$ cat config.mk
export PLATFORM = sky130hd
export DESIGN_NAME = lsu_ctrl
export DESIGN_NICKNAME = d
export VERILOG_FILES = /design/src/rtl/lsu_pkg.sv /design/src/rtl/lsu_load_align.sv /design/src/rtl/lsu_ctrl.sv
export SDC_FILE = /design/constraint.sdc
export NUM_CORES = 1
export LEC_CHECK = 0
export ABC_CLOCK_PERIOD_IN_PS = 4200
export BUFFER_PORTS_ARGS = -buffer_cell sky130_fd_sc_hd__buf_2
export CAP_MARGIN = 5
export CORE_MARGIN = 2
export CORE_UTILIZATION = 30
export CTS_CLUSTER_DIAMETER = 50
export DETAILED_ROUTE_END_ITERATION = 7
export PLACE_DENSITY_LB_ADDON = 0.15
export SYNTH_ARGS = -nofsm -noshare
export SYNTH_HDL_FRONTEND = slang
export SYNTH_SLANG_ARGS = --single-unit
$ cat constraint.sdc
create_clock -name clk -period 4.2 [get_ports clk]
set_input_delay 0.84 -clock clk [delete_from_list [all_inputs] [get_ports clk]]
set_output_delay 0.84 -clock clk [all_outputs]
set_load 0.03 [all_outputs]
$ cat src/rtl/lsu_pkg.sv
// rtl/lsu_pkg.sv - shared op codes, FSM states and byte-lane enables for the LSU
// Purpose: constants and types used by lsu_ctrl and lsu_load_align.
// Ports: none (package).
package lsu_pkg;

  typedef enum logic [2:0] {
    OP_LB  = 3'd0,
    OP_LH  = 3'd1,
    OP_LW  = 3'd2,
    OP_LBU = 3'd3,
    OP_LHU = 3'd4,
    OP_SB  = 3'd5,
    OP_SH  = 3'd6,
    OP_SW  = 3'd7
  } lsu_op_e;

  typedef enum logic [1:0] {
    ST_IDLE   = 2'd0,
    ST_ACCESS = 2'd1,
    ST_RESP   = 2'd2
  } lsu_state_e;

  localparam logic [3:0] BE_NONE    = 4'b0000;
  localparam logic [3:0] BE_BYTE0   = 4'b0001;
  localparam logic [3:0] BE_LO_HALF = 4'b0011;
  localparam logic [3:0] BE_HI_HALF = 4'b1100;
  localparam logic [3:0] BE_WORD    = 4'b1111;

  function automatic logic op_is_store(lsu_op_e op);
    return (op == OP_SB) || (op == OP_SH) || (op == OP_SW);
  endfunction

endpackage

$ cat src/rtl/lsu_load_align.sv
// rtl/lsu_load_align.sv - load lane select and sign/zero extension
// Purpose: pick the addressed byte/half of a memory word and extend it to 32 bits.
// Ports:
//   i_mem_dout  in  32  word read from data memory
//   i_op        in  3   latched op code
//   i_addr_lo   in  2   latched byte offset within the word
//   o_data      out 32  extended load result
module lsu_load_align
  import lsu_pkg::*;
(
  input  logic [31:0] i_mem_dout,
  input  logic [2:0]  i_op,
  input  logic [1:0]  i_addr_lo,
  output logic [31:0] o_data
);

  logic [7:0]  w_byte;
  logic [15:0] w_half;

  always_comb begin
    w_byte = i_mem_dout[7:0];
    case (i_addr_lo)
      2'd1:    w_byte = i_mem_dout[15:8];
      2'd2:    w_byte = i_mem_dout[23:16];
      2'd3:    w_byte = i_mem_dout[31:24];
      default: w_byte = i_mem_dout[7:0];
    endcase
    w_half = i_addr_lo[1] ? i_mem_dout[31:16] : i_mem_dout[15:0];

    case (lsu_op_e'(i_op))
      OP_LB:   o_data = {{24{w_byte[7]}}, w_byte};
      OP_LBU:  o_data = {24'd0, w_byte};
      OP_LH:   o_data = {{16{w_half[15]}}, w_half};
      OP_LHU:  o_data = {16'd0, w_half};
      default: o_data = i_mem_dout;
    endcase
  end

endmodule

$ cat src/rtl/lsu_ctrl.sv
// rtl/lsu_ctrl.sv - load/store unit controller between a CPU and a word-wide data memory
// Purpose: accept one load/store, check alignment and range, drive one memory
//   access cycle, and return an extended load result or an error response.
// Ports:
//   clk, rst          clock, asynchronous active-high reset
//   req_valid/ready   CPU request handshake; req_op, req_addr, req_wdata payload
//   resp_valid/ready  response handshake; resp_rdata, resp_err payload
//   mem_addr          word address; mem_din/mem_we/mem_wbyte_enable store side
//   mem_dout          combinational read data for mem_addr
module lsu_ctrl
  import lsu_pkg::*;
#(
  parameter int MEM_AW = 12
) (
  input  logic              clk,
  input  logic              rst,
  input  logic              req_valid,
  output logic              req_ready,
  input  logic [2:0]        req_op,
  input  logic [31:0]       req_addr,
  input  logic [31:0]       req_wdata,
  output logic              resp_valid,
  input  logic              resp_ready,
  output logic [31:0]       resp_rdata,
  output logic              resp_err,
  output logic [MEM_AW-3:0] mem_addr,
  output logic [31:0]       mem_din,
  output logic              mem_we,
  output logic [3:0]        mem_wbyte_enable,
  input  logic [31:0]       mem_dout
);

  lsu_state_e        r_state;
  lsu_state_e        w_state_nxt;
  lsu_op_e           r_op;
  logic [1:0]        r_addr_lo;
  logic [31:0]       r_rdata;
  logic              r_err;
  logic [MEM_AW-3:0] r_mem_addr;
  logic [31:0]       r_mem_din;
  logic [3:0]        r_store_be;

  lsu_op_e           w_op;
  logic              w_accept;
  logic              w_err;
  logic [3:0]        w_store_be;
  logic [31:0]       w_store_din;
  logic [31:0]       w_load_data;
  logic              w_store_access;

  assign w_op     = lsu_op_e'(req_op);
  assign w_accept = req_valid && (r_state == ST_IDLE);

  // Alignment and range checks on the raw request
  always_comb begin
    w_err = (req_addr >> MEM_AW) != 32'd0;
    case (w_op)
      OP_LH, OP_LHU, OP_SH: if (req_addr[0])          w_err = 1'b1;
      OP_LW, OP_SW:         if (req_addr[1:0] != 2'd0) w_err = 1'b1;
      default: ;
    endcase
  end

  // Lane enables and replicated store data, computed before latching
  always_comb begin
    w_store_be  = BE_NONE;
    w_store_din = req_wdata;
    case (w_op)
      OP_SB: begin
        w_store_be  = BE_BYTE0 << req_addr[1:0];
        w_store_din = {4{req_wdata[7:0]}};
      end
      OP_SH: begin
        w_store_be  = req_addr[1] ? BE_HI_HALF : BE_LO_HALF;
        w_store_din = {2{req_wdata[15:0]}};
      end
      OP_SW:   w_store_be = BE_WORD;
      default: ;
    endcase
  end

  lsu_load_align u_load_align (
    .i_mem_dout (mem_dout),
    .i_op       (r_op),
    .i_addr_lo  (r_addr_lo),
    .o_data     (w_load_data)
  );

  always_ff @(posedge clk or posedge rst) begin
    if (rst) begin
      r_state    <= ST_IDLE;
      r_op       <= OP_LB;
      r_addr_lo  <= 2'd0;
      r_rdata    <= 32'd0;
      r_err      <= 1'b0;
      r_mem_addr <= '0;
      r_mem_din  <= 32'd0;
      r_store_be <= BE_NONE;
    end else begin
      r_state <= w_state_nxt;
      if (w_accept) begin
        r_op       <= w_op;
        r_addr_lo  <= req_addr[1:0];
        r_err      <= w_err;
        r_rdata    <= 32'd0;
        r_store_be <= w_store_be;
        // mem_addr/mem_din only move for requests that will reach ACCESS
        if (!w_err) begin
          r_mem_addr <= req_addr[MEM_AW-1:2];
          if (op_is_store(w_op)) r_mem_din <= w_store_din;
        end
      end
      if (r_state == ST_ACCESS && !op_is_store(r_op)) r_rdata <= w_load_data;
    end
  end

  // Store strobes are decoded from state so an async reset drops them at once
  assign w_store_access = (r_state == ST_ACCESS) && op_is_store(r_op);

  always_comb begin
    w_state_nxt      = r_state;
    req_ready        = 1'b0;
    resp_valid       = 1'b0;
    mem_we           = 1'b0;
    mem_wbyte_enable = BE_NONE;
    case (r_state)
      ST_IDLE: begin
        req_ready = 1'b1;
        if (req_valid) w_state_nxt = w_err ? ST_RESP : ST_ACCESS;
      end
      ST_ACCESS: begin
        mem_we           = w_store_access;
        mem_wbyte_enable = w_store_access ? r_store_be : BE_NONE;
        w_state_nxt      = ST_RESP;
      end
      ST_RESP: begin
        resp_valid = 1'b1;
        if (resp_ready) w_state_nxt = ST_IDLE;
      end
      default: w_state_nxt = ST_IDLE;
    endcase
  end

  assign resp_rdata = r_rdata;
  assign resp_err   = r_err;
  assign mem_addr   = r_mem_addr;
  assign mem_din    = r_mem_din;

endmodule
Word level (Yosys, flattened, before mapping)
Index checks and enable logic that the tools add are counted.
Word-level totals
  bits in registers: 86
  output and inout port bits: 82
Operators by class
  shift-type cells: 1
  reduce and logical (&&, ||, !) cells: 18
  eq/ne operators: 19
  bitwise operators: 1
  multiplexer cells: 20
Operators with widths (count)
  case mux 32 bit (4 select lines): 1
  two-way mux 32 bit: 2
  case mux 32 bit (2 select lines): 1
  nonzero test 32 bit: 1
  == test 3 bit, second input constant: 8
  case mux 8 bit (3 select lines): 1
  two-way mux 16 bit: 1
  two-way mux 4 bit: 3
  case mux 4 bit (3 select lines): 1
  == test 2 bit, second input constant: 3
  == test 3 x 1 -> 1 bit, second input constant: 2
  == test 3 x 2 -> 1 bit, second input constant: 2
  two-way mux 2 bit: 3
  case mux 2 bit (3 select lines): 1
  two-way mux 1 bit: 5
  == test 2 x 1 -> 1 bit, second input constant: 2
  logical OR 1 bit: 4
  inequality test 2 bit, second input constant: 2
  AND reduction 2 bit: 2
  nonzero test 2 bit: 2
  << shifter 1 x 2 -> 4 bit, first input constant: 1
  logical AND 1 bit: 3
  zero test 3 bit: 1
  AND reduction 3 bit: 1
  other kinds (6): 6

Depth between registers and ports, before layout
Gate-level depths: netlist (run 1).
  word-level depth: 6
  mapped depth: 7
  mapped depth without buffers: 4

Cells and area by module
From an unflattened synthesis (run 1), not the netlist that was laid out.
Unflattened totals
  cells, all modules: 622
  area total of the unflattened synthesis: 5562.8 µm²
Modules (own cells, without submodules)
  lsu_ctrl: cells each 402, times used 1, area an instance 4224.1 µm²
  lsu_load_align: cells each 220, times used 1, area an instance 1338.8 µm²

Worst setup path before layout (run 1)
No wires, ideal clock.
  kind: in2reg
  start: in req_op[0]
  end: reg r_mem_din[0], in the netlist mem_din[0]
  cell stages on the path: 6
  library setup time: 0.125 ns
  slack: 1.754 ns
  arrival: 2.320 ns
  required time: 4.075 ns
  cells stage by stage: buf_6 mux2i_1 mux2i_2 a2111oi_4 buf_6 mux2_4
On the way
  longest elaborated chain between the ends: 5
  elaborated cells on any way between the ends: 13
Ends and longest elaborated chain
  start, declared: line lsu_ctrl.sv:19  | input logic [2:0] req_op,
  == test 3 bit, or another cell as far along: line lsu_pkg.sv:30, lsu_ctrl.sv:57
  OR reduction 3 bit or OR reduction 2 bit (tied branches): line lsu_ctrl.sv:57  | case (w_op)
  case mux 1 bit (2 select lines): line lsu_ctrl.sv:57
  NOT 1 bit (no line)
  AND reduction 3 bit (no line) *
  end signal, assigned: line lsu_ctrl.sv:110  | if (op_is_store(w_op)) r_mem_din <= w_store_din;
  end, declared: line lsu_ctrl.sv:40  | logic [31:0] r_mem_din;
Mark *: on every way between the ends. The rest lies on a longest branch, timed or not.
A chain may end at the register's enable or synchronous reset.

Worst setup path after layout (run 1)
  start: reg r_op[1]
  end: out mem_wbyte_enable[2]
On the way
  longest elaborated chain between the ends: 6
  elaborated cells on any way between the ends: 8
Ends and longest elaborated chain
  start, declared: line lsu_ctrl.sv:35  | lsu_op_e r_op;
  start signal, assigned: line lsu_ctrl.sv:102  | r_op <= w_op;
  == test 3 bit: line lsu_pkg.sv:30  | return (op == OP_SB) || (op == OP_SH) || (op == OP_SW);
  logical OR 1 bit: line lsu_pkg.sv:30
  logical OR 1 bit *: line lsu_pkg.sv:30
  logical AND 1 bit *: line lsu_ctrl.sv:118  | assign w_store_access = (r_state == ST_ACCESS) && op_is_store(r_op);
  two-way mux 4 bit *: line lsu_ctrl.sv:133  | mem_wbyte_enable = w_store_access ? r_store_be : BE_NONE;
  two-way mux 4 bit *: line lsu_ctrl.sv:126  | case (r_state)
  end, declared: line lsu_ctrl.sv:29  | output logic [3:0] mem_wbyte_enable,
Marked as above.

==> summary.txt, run 1 <==
Yosys
  – Mapped Cells: 403
  – Syn. warnings: 0
  – Top_reg_cell synth: dfrtp_1
  – Post-synthesis async set-or-reset flop share: 1.000
  – Seq/Total Area, Yosys: 0.4673
  – Synth area leader: dfrtp_1
  – Post-synth EDFFs: 0
  – Number of synthesized register bits: 86
  – Synth cell types: 48
  – Most common cell in the synthesized netlist: dfrtp_1
  – Top post-synthesis cells by area: dfrtp_1 (47%), mux2_4 (9.8%), mux2_2 (7.1%)
  – Synth Net Count: 506
  – Share of Yosys cell area claimed by the top area cell type: 0.4673
  – Synthesized cell area: 0.004606 mm²
  – List of most frequent post-synthesis cells: dfrtp_1 (86), nor2_1 (31), mux2_4 (30), o2bb2ai_1 (30), mux2_2 (29)
  – Mean Syn Cell Area: 11.43 µm²

Floorplanning
  – FP Rows: 45
  – Core ar.: about 0.015 mm²
  – I/O pin count: 185
  – Chip width: 127.9 µm
  – Die height: roughly 130 µm
  – Die area: 0.01636 mm²
  – Starting Density: 0.3052

Setup path
  – CP Data Required Time: between 3 and 4 ns
  – Critical path launch point: r_op[1]$_DFFE_PP0P_
  – Critical Path Sink: mem_wbyte_enable[2]
  – Crit. path cell count: 4
  – CP Cell Sequence: o21ai_0, nor2_1, and2_1, buf_2
  – Critical-path top delay cell: dfrtp_1
  – Cells on worst reg2reg path: 4
  – CP endpoint kind: output pin
  – Reg-to-Reg Start: r_addr_lo[1]$_DFFE_PP0P_
  – Max incr delay on CP: 0.73 ns
  – Crit path kind: register to output pin
  – FF-to-FF End: resp_rdata[28]$_DFFE_PP0P_
  – CP Launch Type: register
  – Buf/Inv on CP: 1
  – Critical path arrival: 1.94 ns
  – CP Max Fanout: 19
  – Reg-to-reg slack, setup: 1.50 ns
  – CP top delay family: flip-flops

Placement
  – DP HPWL: 9.724 mm
  – Routability congestion estimate: ~0.78
  – IO Port Bufs: about 180

Power
  – Logic pwr share: 0.190
  – Clk pwr share: 0.387
  – Reg power frac: 0.423
  – Leakage: roughly 3 nW
  – Worst vdd ir: 0.1690 mV
  – Sw Ratio: 0.2902
  – Pwr Density: 356.4 mW/mm²
  – Power Internal: about 1.5 mW
  – Net switching power: 618.0 µW

Clocking
  – Clock-pin slew on the worst setup and hold paths: 0.06 ns
  – Post-CTS Resized: 0
  – Clk sinks: 86
  – Buffer type at the clock tree root: clkbuf_16
  – Worst skew pair latency: 0.34 ns
  – CTS tree: done
  – Clock buffer depth: 2
  – # H-tree levels: 3
  – # Post-CTS Setup Buffers: 0
  – Hold_buf cts: 0
  – CTS buffer count: 9

Timing
  – Fin crit share: 0.6611
  – Final Hold Viols: 0
  – Clk_skew: 0.006769 ns
  – Post-route minimum period: 2.777 ns
  – RSZ-0062 raised after global routing: no
  – Setup violators final: 0
  – Worst Tran Pin Value: 0.8529 ns
  – Worst rel slew slack: 0.4314
  – Final setup TNS: 0 ns
  – Fmax: 360.2 MHz
  – Max-slew violations: 0

Final layout
  – Seq. cell area: 0.002152 mm²
  – Area growth from synthesis to layout: 29.72%
  – Layout cells sized above 1: 0.4783
  – Finished Core Util: 0.3959
  – Nets: 674
  – FILL cells: approximately 1500
  – Area of the multi-input gates: 0.002277 mm²

Global routing
  – Global-route wire length before repair: between 20 and 25 mm
  – Initial antenna violation count: 2
  – Largest net degree at the start of global routing: 57
  – Residual overflow from global routing: 0
  – Total Routing Usage GR: 0.1633
  – Vias in the first global route: around 3900

Worst hold path
  – Worst Hold Class: register to register

Routing
  – Average wire per standard cell: ~17 µm
  – DRT iter0 DRCs: 196
  – Routed WL: 13.28 mm
  – Via count: 3812
  – Drc violations: 0
  – DR vias/cell: between 4 and 5
  – ANT nets after route: 0
  – DRT Pass-1 Iters: 4

Status
  – Outcome: completed

Run
  – Max_cap viols: 0
==> per-stage QoR <==
step	cells	hold slack [ns]	setup WS, ns	area [µm²]	power [mW]
2_1_floorplan	403	0.4646	1.138	4606	1.189
3_3_place_gp	748	0.4683	1.299	5662	1.320
3_5_place_dp	748	0.4714	1.256	5662	1.323
4_1_cts	763	0.4878	1.389	5969	2.166
5_1_grt	764	0.4977	1.202	5972	2.241
6_report	765	0.4813	1.423	5974	2.129
==> routing by layer <==
metal / share of wire / global-route usage / routed length, µm
met1: 0.45 / 0.2144 / 5932
met2: 0.46 / 0.2476 / 6064
met3: 0.073 / 0.05050 / 967
met4: 0.024 / 0.07369 / 316
met5: 0 / 0 / 0
==> state kept, by name, indices dropped and copies added (netlist names) <==
signal,flops
mem_din,32
r_state,2
r_op,3
resp_rdata,32
resp_err,1
mem_addr,10
r_store_be,4
r_addr_lo,2
==> final cells by class <==
cell class	instances	area share
Multi-Input combinational cell	276	0.3812
Sequential cell	86	0.3602
Timing Repair Buffer	190	0.1617
Clock buffer	11	0.04230
Tap cell	188	0.03937
Clock inverter	4	0.009215
Inverter	8	0.005236
Antenna cell	2	0.0008377
==> cells by family (layout without fill, tap and decap cells) <==
kind of cell	count (synthesis)	after routing	synth area share
compound gates	105	105	0.1785
xor+xnor	2	2	0.005435
buf+inv	41	213	0.04238
flops	86	86	0.4673
mux	71	71	0.1983
other cells	0	2	0
simple gates	98	98	0.1081
==> cells in the final DEF, fill, tap and decap left out, types with 7 or more instances in the layout <==
master,netlist,layout
and2_1,13,13
nand3_1,10,10
clkbuf_16,0,9
a2bb2oi_1,8,8
nor3_1,9,9
mux2i_1,10,9
mux2_4,30,30
o2bb2ai_1,30,30
o22ai_1,9,9
dfrtp_1,86,86
o21ai_0,16,16
mux2_2,29,29
a221o_1,7,7
buf_2,6,184
nor2_1,31,30
a21oi_1,11,11
nand2b_1,8,8
nand2_1,12,12
==> power groups by stage <==
stage                     clock (mW)  combinational [mW]  sequential, mW
after CTS                      0.857               0.408           0.901
after detailed placement           0               0.406           0.917
after floorplan                    0               0.318           0.871
after global routing           0.881               0.454           0.906
final                          0.824               0.404           0.901
after global placement             0               0.403           0.917
==> how the worst min path moves through the flow <==
stage	cells after the start	from	end
2_1_floorplan	1	r_store_be[3]$_DFFE_PP0P_	r_store_be[3]$_DFFE_PP0P_
6_report	1	resp_rdata[16]$_DFFE_PP0P_	resp_rdata[16]$_DFFE_PP0P_
5_1_grt	1	resp_rdata[15]$_DFFE_PP0P_	resp_rdata[15]$_DFFE_PP0P_
3_3_place_gp	1	resp_rdata[18]$_DFFE_PP0P_	resp_rdata[18]$_DFFE_PP0P_
4_1_cts	1	resp_rdata[11]$_DFFE_PP0P_	resp_rdata[11]$_DFFE_PP0P_
3_5_place_dp	1	resp_rdata[11]$_DFFE_PP0P_	resp_rdata[11]$_DFFE_PP0P_
==> worst register-to-register path: cells and delay by family (launching register included) <==
family	cells	cell delay, ns
flops	1	0.85
mux	1	0.64
simple gates	1	0.57
compound gates	2	0.49
Power figures use the tool's default switching activity.
==> inputs of run 2 (changes only) <==
Settings changed: ABC_AREA from default to 1, ABC_CLOCK_PERIOD_IN_PS 4200 to 2540.
Clock period 4.2 ns to 2.54 ns, I/O delays scaled along.
==> summary.txt, run 2 <==
Clocking
  – Hold_buf cts: 0 (unchanged)
  – Clock-pin slew on the worst setup and hold paths: 0.06 ns (about the same)
  – CTS buffer count: 9 (unchanged)
  – Buffer type at the clock tree root: clkbuf_16 (unchanged)
  – Worst skew pair latency: 0.34 ns (about the same)
  – Clock buffer depth: 2 (unchanged)
  – # Post-CTS Setup Buffers: 0 (unchanged)
  – # H-tree levels: 3 (unchanged)
  – Post-CTS Resized: 0 (unchanged)
  – CTS tree: done (unchanged)
  – Clk sinks: 86 (unchanged)

Timing
  – Clk_skew: 0.004105 ns (was 0.006769 ns)
  – Final setup TNS: 0 ns (unchanged)
  – Fin crit share: 0.9096
  – Worst rel slew slack: 0.5460 (was 0.4314)
  – Worst Tran Pin Value: 0.6808 ns (was 0.8529 ns)
  – Hold slack: 0.2195 ns (was 0.4813 ns)
  – Setup violators final: 0 (unchanged)
  – Max-slew violations: 0 (unchanged)
  – Post-route minimum period: 2.310 ns
  – RSZ-0062 raised after global routing: no (unchanged)
  – Fmax: 432.8 MHz
  – Final Hold Viols: 0 (unchanged)

Floorplanning
  – Die area: 0.01770 mm² (was 0.01636 mm²)
  – Core ar.: 0.01641 mm² (was 0.01509 mm²)
  – Die height: 133.0 µm (was 127.9 µm)
  – FP Rows: 47 (was 45)
  – Chip width: 133.0 µm (was 127.9 µm)
  – I/O pin count: 185 (unchanged)
  – Starting Density: 0.3044 (was 0.3052)

Power
  – Net switching power: 1.157 mW (was 618.0 µW)
  – Reg power frac: 0.392 (was 0.423)
  – Pwr Density: 571.8 mW/mm² (was 356.4 mW/mm²)
  – Logic pwr share: 0.234 (was 0.190)
  – Clk pwr share: 0.375 (was 0.387)
  – Power Internal: 2.498 mW (was 1.511 mW)
  – Sw Ratio: 0.3166 (was 0.2902)
  – Leakage: 3.893 nW (was 3.004 nW)
  – Worst vdd ir: 0.3782 mV (was 0.1690 mV)

Global routing
  – Residual overflow from global routing: 0 (unchanged)
  – GR Util met2: 0.2735 (was 0.2476)
  – Most used routing layer: met2 (unchanged)
  – Largest net degree at the start of global routing: 43 (was 57)
  – Initial antenna violation count: 1 (was 2)
  – Vias in the first global route: 4814 (was 3910)
  – Grt met1 use: 0.2704 (was 0.2144)
  – Global-route wire length before repair: 25.73 mm (was 20.94 mm)
  – Total Routing Usage GR: 0.1845 (was 0.1633)
  – Met3 GRT Util: 0.03525 (was 0.05050)

Status
  – Outcome: completed (unchanged)

Yosys
  – Syn. warnings: 0 (unchanged)
  – Share of Yosys cell area claimed by the top area cell type: 0.4309 (was 0.4673)
  – Mapped Cells: 718 (was 403)
  – Seq/Total Area, Yosys: 0.4309 (was 0.4673)
  – List of most frequent post-synthesis cells: nand2_1 (318), dfrtp_1 (86), nand3_1 (64) (was dfrtp_1 (86), nor2_1 (31), mux2_4 (30), o2bb2ai_1 (30), mux2_2 (29))
  – Post-synthesis async set-or-reset flop share: 1.000 (unchanged)
  – Synthesized cell area: 0.004995 mm² (was 0.004606 mm²)
  – Post-synth EDFFs: 0 (unchanged)
  – Synth Net Count: 821 (was 506)
  – Most common cell in the synthesized netlist: nand2_1 (was dfrtp_1)
  – Synth area leader: dfrtp_1 (unchanged)
  – Top post-synthesis cells by area: dfrtp_1 (43%), nand2_1 (24%), nand4_1 (7.4%) (was dfrtp_1 (47%), mux2_4 (9.8%), mux2_2 (7.1%))
  – Top_reg_cell synth: dfrtp_1 (unchanged)
  – Synth cell types: 25 (was 48)
  – Number of synthesized register bits: 86 (unchanged)
  – Mean Syn Cell Area: 6.957 µm² (was 11.43 µm²)

Routing
  – Average wire per standard cell: 14.56 µm (was 17.36 µm)
  – DRT Pass-1 Iters: 5 (was 4)
  – Via count: 5182 (was 3812)
  – Drc violations: 0 (unchanged)
  – DRT iter0 DRCs: 391 (was 196)
  – DR vias/cell: 4.673 (was 4.983)
  – ANT nets after route: 0 (unchanged)
  – Routed WL: 16.15 mm (was 13.28 mm)

Setup path
  – CP Max Fanout: 5 (was 19)
  – Max incr delay on CP: 0.45 ns (was 0.73 ns)
  – Critical path arrival: 1.80 ns (was 1.94 ns)
  – CP endpoint kind: output pin (unchanged)
  – Critical-path top delay cell: dfrtp_1 (unchanged)
  – CP Launch Type: register (unchanged)
  – Crit path kind: register to output pin (unchanged)
  – CP top delay family: simple AND/OR/NAND/NOR gates (was flip-flops)
  – CP Cell Sequence: nor2_2, nor3_1, inv_1, nor2_1, buf_2 (was o21ai_0, nor2_1, and2_1, buf_2)
  – Buf/Inv on CP: 2 (was 1)
  – CP Data Required Time: 2.03 ns (was 3.36 ns)

Run
  – Max_cap viols: 0 (unchanged)

Final layout
  – Most frequent cells in the layout: nand2_1 (318), buf_2 (184), dfrtp_1 (86), nand3_1 (64), nand4_1 (59) (was buf_2 (184), dfrtp_1 (86), nor2_1 (30), mux2_4 (30), o2bb2ai_1 (30))
  – Non-filler cells, final: 1109 (was 765)
  – Post-route cell area: 0.006391 mm² (was 0.005974 mm²)
  – Area growth from synthesis to layout: 27.96% (was 29.72%)
  – Nets: 987 (was 674)
  – FILL cells: 1797 (was 1511)
  – Commonest non-fill, non-tap cell in the layout: nand2_1 (was buf_2)
  – Layout cells sized above 1: 0.2624 (was 0.4783)

Placement
  – Placed instance count: 1093 (was 748)
  – Routability congestion estimate: 0.8209 (was 0.7824)
  – DP HPWL: 11.96 mm (was 9.724 mm)
  – IO Port Bufs: 184 (unchanged)
  – Placed cell area: 0.006080 mm² (was 0.005662 mm²)

Worst hold path
  – Worst Hold Class: input port to async pin (was register to register)
## run 2: cell types whose count changed in the layout (fill, tap and decap cells not counted), moves of 30 or more
cell	before	now
inv_1	6	55
mux2_4	30	0
nand2_1	12	318
nand3_1	10	64
nand4_1	0	59
o2bb2ai_1	30	0
## run 2: worst reg2reg max path, stage by stage (launching register included)
cell and delay [ns]:
dfrtp_1 0.40, nor2_1 0.14, nand2_1 0.27, inv_1 0.38
nand3_1 0.40, inv_1 0.19, nor2_1 0.05
## run 2: layout make-up
cell class	instances	area, µm²	share of cell area
Antenna cell	1	2.502	0.0003915
Clock buffer	12	266.5	0.04170
Clock inverter	3	42.54	0.006656
Inverter	61	232.7	0.03641
Multi-Input combinational cell	527	2374	0.3714
Sequential cell	86	2152	0.3367
Tap cell	220	275.3	0.04307
Timing Repair Buffer	199	1046	0.1637
## run 2: power groups by stage
stage / clock, mW / combinational, mW / sequential (mW)
final: 1.37 / 0.854 / 1.43
after global routing: 1.47 / 0.965 / 1.44
after CTS: 1.41 / 0.858 / 1.43
after detailed placement: 0 / 0.854 / 1.46
after global placement: 0 / 0.858 / 1.46
after floorplan: 0 / 0.623 / 1.44
## run 2: cell families after synthesis
kind of cell / count (synthesis) / synth area share
simple gates: 476 / 0.4181
buf+inv: 105 / 0.09494
flops: 86 / 0.4309
compound gates: 51 / 0.05611
## run 2: path summary, 6_finish.rpt
path                                         start                          to  slack, ns  depth (start not counted)
min in group clk                         req_valid      r_state[1]$_DFFE_PP0P_       0.41                          3
max in group asynchronous                      rst     mem_din[17]$_DFFE_PP0P_       1.60                          3
setup / recovery               r_op[0]$_DFFE_PP0P_         mem_wbyte_enable[1]       0.23                          5
hold reg to reg            mem_addr[0]$_DFFE_PP0P_     mem_addr[0]$_DFFE_PP0P_       0.46                          2
hold / removal                                 rst  resp_rdata[23]$_DFFE_PP0P_       0.22                          2
setup reg to reg            r_state[0]$_DFFE_PP0P_        resp_err$_DFFE_PP0P_       0.60                          6
## run 2: through the flow
step | power [mW] | worst slack [ns] | util
floorplan | 2.064 | 0.1476 | -
global placement | 2.314 | 0.3873 | 0.3705
detailed placement | 2.311 | 0.3795 | 0.3705
CTS | 3.701 | 0.2223 | 0.3894
global route | 3.866 | 0.08991 | 0.3895
finish | 3.655 | 0.2295 | 0.3895
## run 2: layer usage
layer / up-vias / part of all wire
li1: 2648 / -
met1: 2374 / 0.49
met2: 144 / 0.44
met3: 16 / 0.051
met4: 0 / 0.015
met5: - / 0
==> inputs of run 3 (changes only) <==
Settings changed: ABC_AREA 1 to default, CORE_ASPECT_RATIO from default to 1.4.
==> summary.txt, run 3 (synthesis gave the netlist of run 1 again) <==
Setup path
  – CP Cell Sequence: nand2b_1, nor2_1, and2_1, buf_2 (was nor2_2, nor3_1, inv_1, nor2_1, buf_2)
  – CP Data Required Time: 2.03 ns (about the same)
  – Critical path arrival: 1.59 ns (was 1.80 ns)
  – Crit path kind: register to output pin (unchanged)
  – Reg-to-reg slack, setup: 0.63 ns (was 0.60 ns)
  – FF-to-FF End: mem_din[29]$_DFFE_PP0P_ (was resp_err$_DFFE_PP0P_)
  – CP top delay family: simple AND/OR/NAND/NOR gates (unchanged)
  – CP Launch Type: register (unchanged)
  – Cells on worst reg2reg path: 5 (was 6)
  – Buf/Inv on CP: 1 (was 2)
  – Reg-to-Reg Start: r_state[1]$_DFFE_PP0P_ (was r_state[0]$_DFFE_PP0P_)
  – CP Max Fanout: 5 (unchanged)
  – Critical-path top delay cell: dfrtp_1 (unchanged)
  – CP endpoint kind: output pin (unchanged)
  – Max incr delay on CP: 0.44 ns (was 0.45 ns)

Clocking
  – Worst skew pair latency: 0.34 ns (about the same)
  – Post-CTS Resized: 0 (unchanged)
  – Hold_buf cts: 0 (unchanged)
  – CTS tree: done (unchanged)
  – Clock-pin slew on the worst setup and hold paths: 0.06 ns (about the same)
  – Buffer type at the clock tree root: clkbuf_16 (unchanged)
  – Clk sinks: 86 (unchanged)
  – # Post-CTS Setup Buffers: 0 (unchanged)
  – # H-tree levels: 3 (unchanged)
  – Clock buffer depth: 2 (unchanged)
  – CTS buffer count: 9 (unchanged)

Global routing
  – Largest net degree at the start of global routing: 45 (was 43)
  – Vias in the first global route: 3984 (was 4814)
  – Global-route wire length before repair: 20.70 mm (was 25.73 mm)
  – Total Routing Usage GR: 0.1628 (was 0.1845)
  – Residual overflow from global routing: 0 (unchanged)
  – Initial antenna violation count: 0 (was 1)

Routing
  – Via count: 3855 (was 5182)
  – Routed WL: 13.31 mm (was 16.15 mm)
  – Average wire per standard cell: 17.11 µm (was 14.56 µm)
  – DR vias/cell: 4.955 (was 4.673)
  – Drc violations: 0 (unchanged)
  – ANT nets after route: 0 (unchanged)
  – DRT iter0 DRCs: 95 (was 391)
  – DRT Pass-1 Iters: 4 (was 5)

Status
  – Outcome: completed (unchanged)

Floorplanning
  – Starting Density: 0.3060 (was 0.3044)
  – I/O pin count: 185 (unchanged)
  – Chip width: 108.7 µm (was 133.0 µm)
  – Die area: 0.01637 mm² (was 0.01770 mm²)
  – Die height: 150.6 µm (was 133.0 µm)
  – FP Rows: 53 (was 47)
  – Core ar.: 0.01505 mm² (was 0.01641 mm²)

Timing
  – Fin crit share: 0.8269 (was 0.9096)
  – RSZ-0062 raised after global routing: no (unchanged)
  – Worst Tran Pin Value: 0.6614 ns (was 0.6808 ns)
  – Setup violators final: 0 (unchanged)
  – Post-route minimum period: 2.100 ns (was 2.310 ns)
  – Fmax: 476.1 MHz (was 432.8 MHz)
  – Worst rel slew slack: 0.5559 (was 0.5460)
  – Max-slew violations: 0 (unchanged)
  – Setup ws final: 0.4397 ns (was 0.2295 ns)
  – Clk_skew: 0.01285 ns (was 0.004105 ns)
  – Final Hold Viols: 0 (unchanged)
  – Final setup TNS: 0 ns (unchanged)

Worst hold path
  – Worst Hold Class: input port to async pin (unchanged)

Power
  – Worst vdd ir: 0.2669 mV (was 0.3782 mV)
  – Pwr Density: 587.6 mW/mm² (was 571.8 mW/mm²)
  – Leakage: 3.057 nW (was 3.893 nW)

Final layout
  – Antenna fix cells: 0 (was 1)
  – Area growth from synthesis to layout: 32.27% (was 27.96%)
  – Layout cells sized above 1: 0.4881 (was 0.2624)
  – Most frequent cells in the layout: buf_2 (184), dfrtp_1 (86), nor2_1 (30), mux2_4 (30), o2bb2ai_1 (30) (was nand2_1 (318), buf_2 (184), dfrtp_1 (86), nand3_1 (64), nand4_1 (59))
  – Nets: 684 (was 987)
  – Commonest non-fill, non-tap cell in the layout: buf_2 (was nand2_1)
  – Post-route cell area: 0.006092 mm² (was 0.006391 mm²)

Placement
  – DP HPWL: 10.16 mm (was 11.96 mm)
  – Placed cell area: 0.005782 mm² (was 0.006080 mm²)
  – IO Port Bufs: 184 (unchanged)
  – Pre-CTS setup slack: 0.1702 ns (was 0.3795 ns)
  – Routability congestion estimate: 0.8020 (was 0.8209)

Run
  – Max_cap viols: 0 (unchanged)
[run 3: stage by stage]
| stage | utilization | total power [mW] | cells | hold WS (ns) |
|---|---|---|---|---|
| floorplan | - | 1.966 | 403 | 0.4646 |
| global placement | 0.3841 | 2.227 | 762 | 0.4688 |
| detailed placement | 0.3841 | 2.236 | 762 | 0.4714 |
| CTS | 0.4047 | 3.619 | 778 | 0.2642 |
| global route | 0.4047 | 3.765 | 778 | 0.2799 |
| finish | 0.4047 | 3.579 | 778 | 0.2520 |
[run 3: worst register-to-register path, cell delays in order (launching register included)]
cell,delay (ns)
dfrtp_1,0.44
nor3b_4,0.25
o211ai_1,0.17
a2111oi_4,0.28
buf_12,0.30
mux2_2,0.37
[run 3: metal layers]
layer	wire, µm	global-route usage	up-vias
met1	5412	0.1902	1872
met2	6855	0.2853	121
met3	739	0.03723	21
li1	-	-	1841
met5	0	0	-
met4	304	0.06474	0
[run 3: final cells by class]
cell class / instances / area (µm²)
clock buffer: 11 / 252.7
clock inverter: 5 / 57.56
fill: 1473 / 8961
inverter: 8 / 33.78
multi-input combinational: 276 / 2277
sequential: 86 / 2152
tap: 192 / 240.2
timing repair buffer: 200 / 1079
[run 3: power breakdown]
group | switching, mW | internal [mW]
clock | 0.556 | 0.814
sequential | 0.0192 | 1.40
combinational | 0.474 | 0.318
total | 1.05 | 2.53
[run 3: how the worst max path moves through the flow]
stage / cells past startpoint / end / start
2_1_floorplan: 6 / mem_din[0]$_DFFE_PP0P_ / req_op[0]
3_3_place_gp: 6 / mem_din[29]$_DFFE_PP0P_ / req_addr[25]
3_5_place_dp: 6 / mem_din[29]$_DFFE_PP0P_ / req_addr[13]
4_1_cts: 4 / mem_wbyte_enable[1] / r_state[1]$_DFFE_PP0P_
5_1_grt: 4 / mem_wbyte_enable[2] / r_state[1]$_DFFE_PP0P_
6_report: 4 / mem_wbyte_enable[1] / r_state[1]$_DFFE_PP0P_
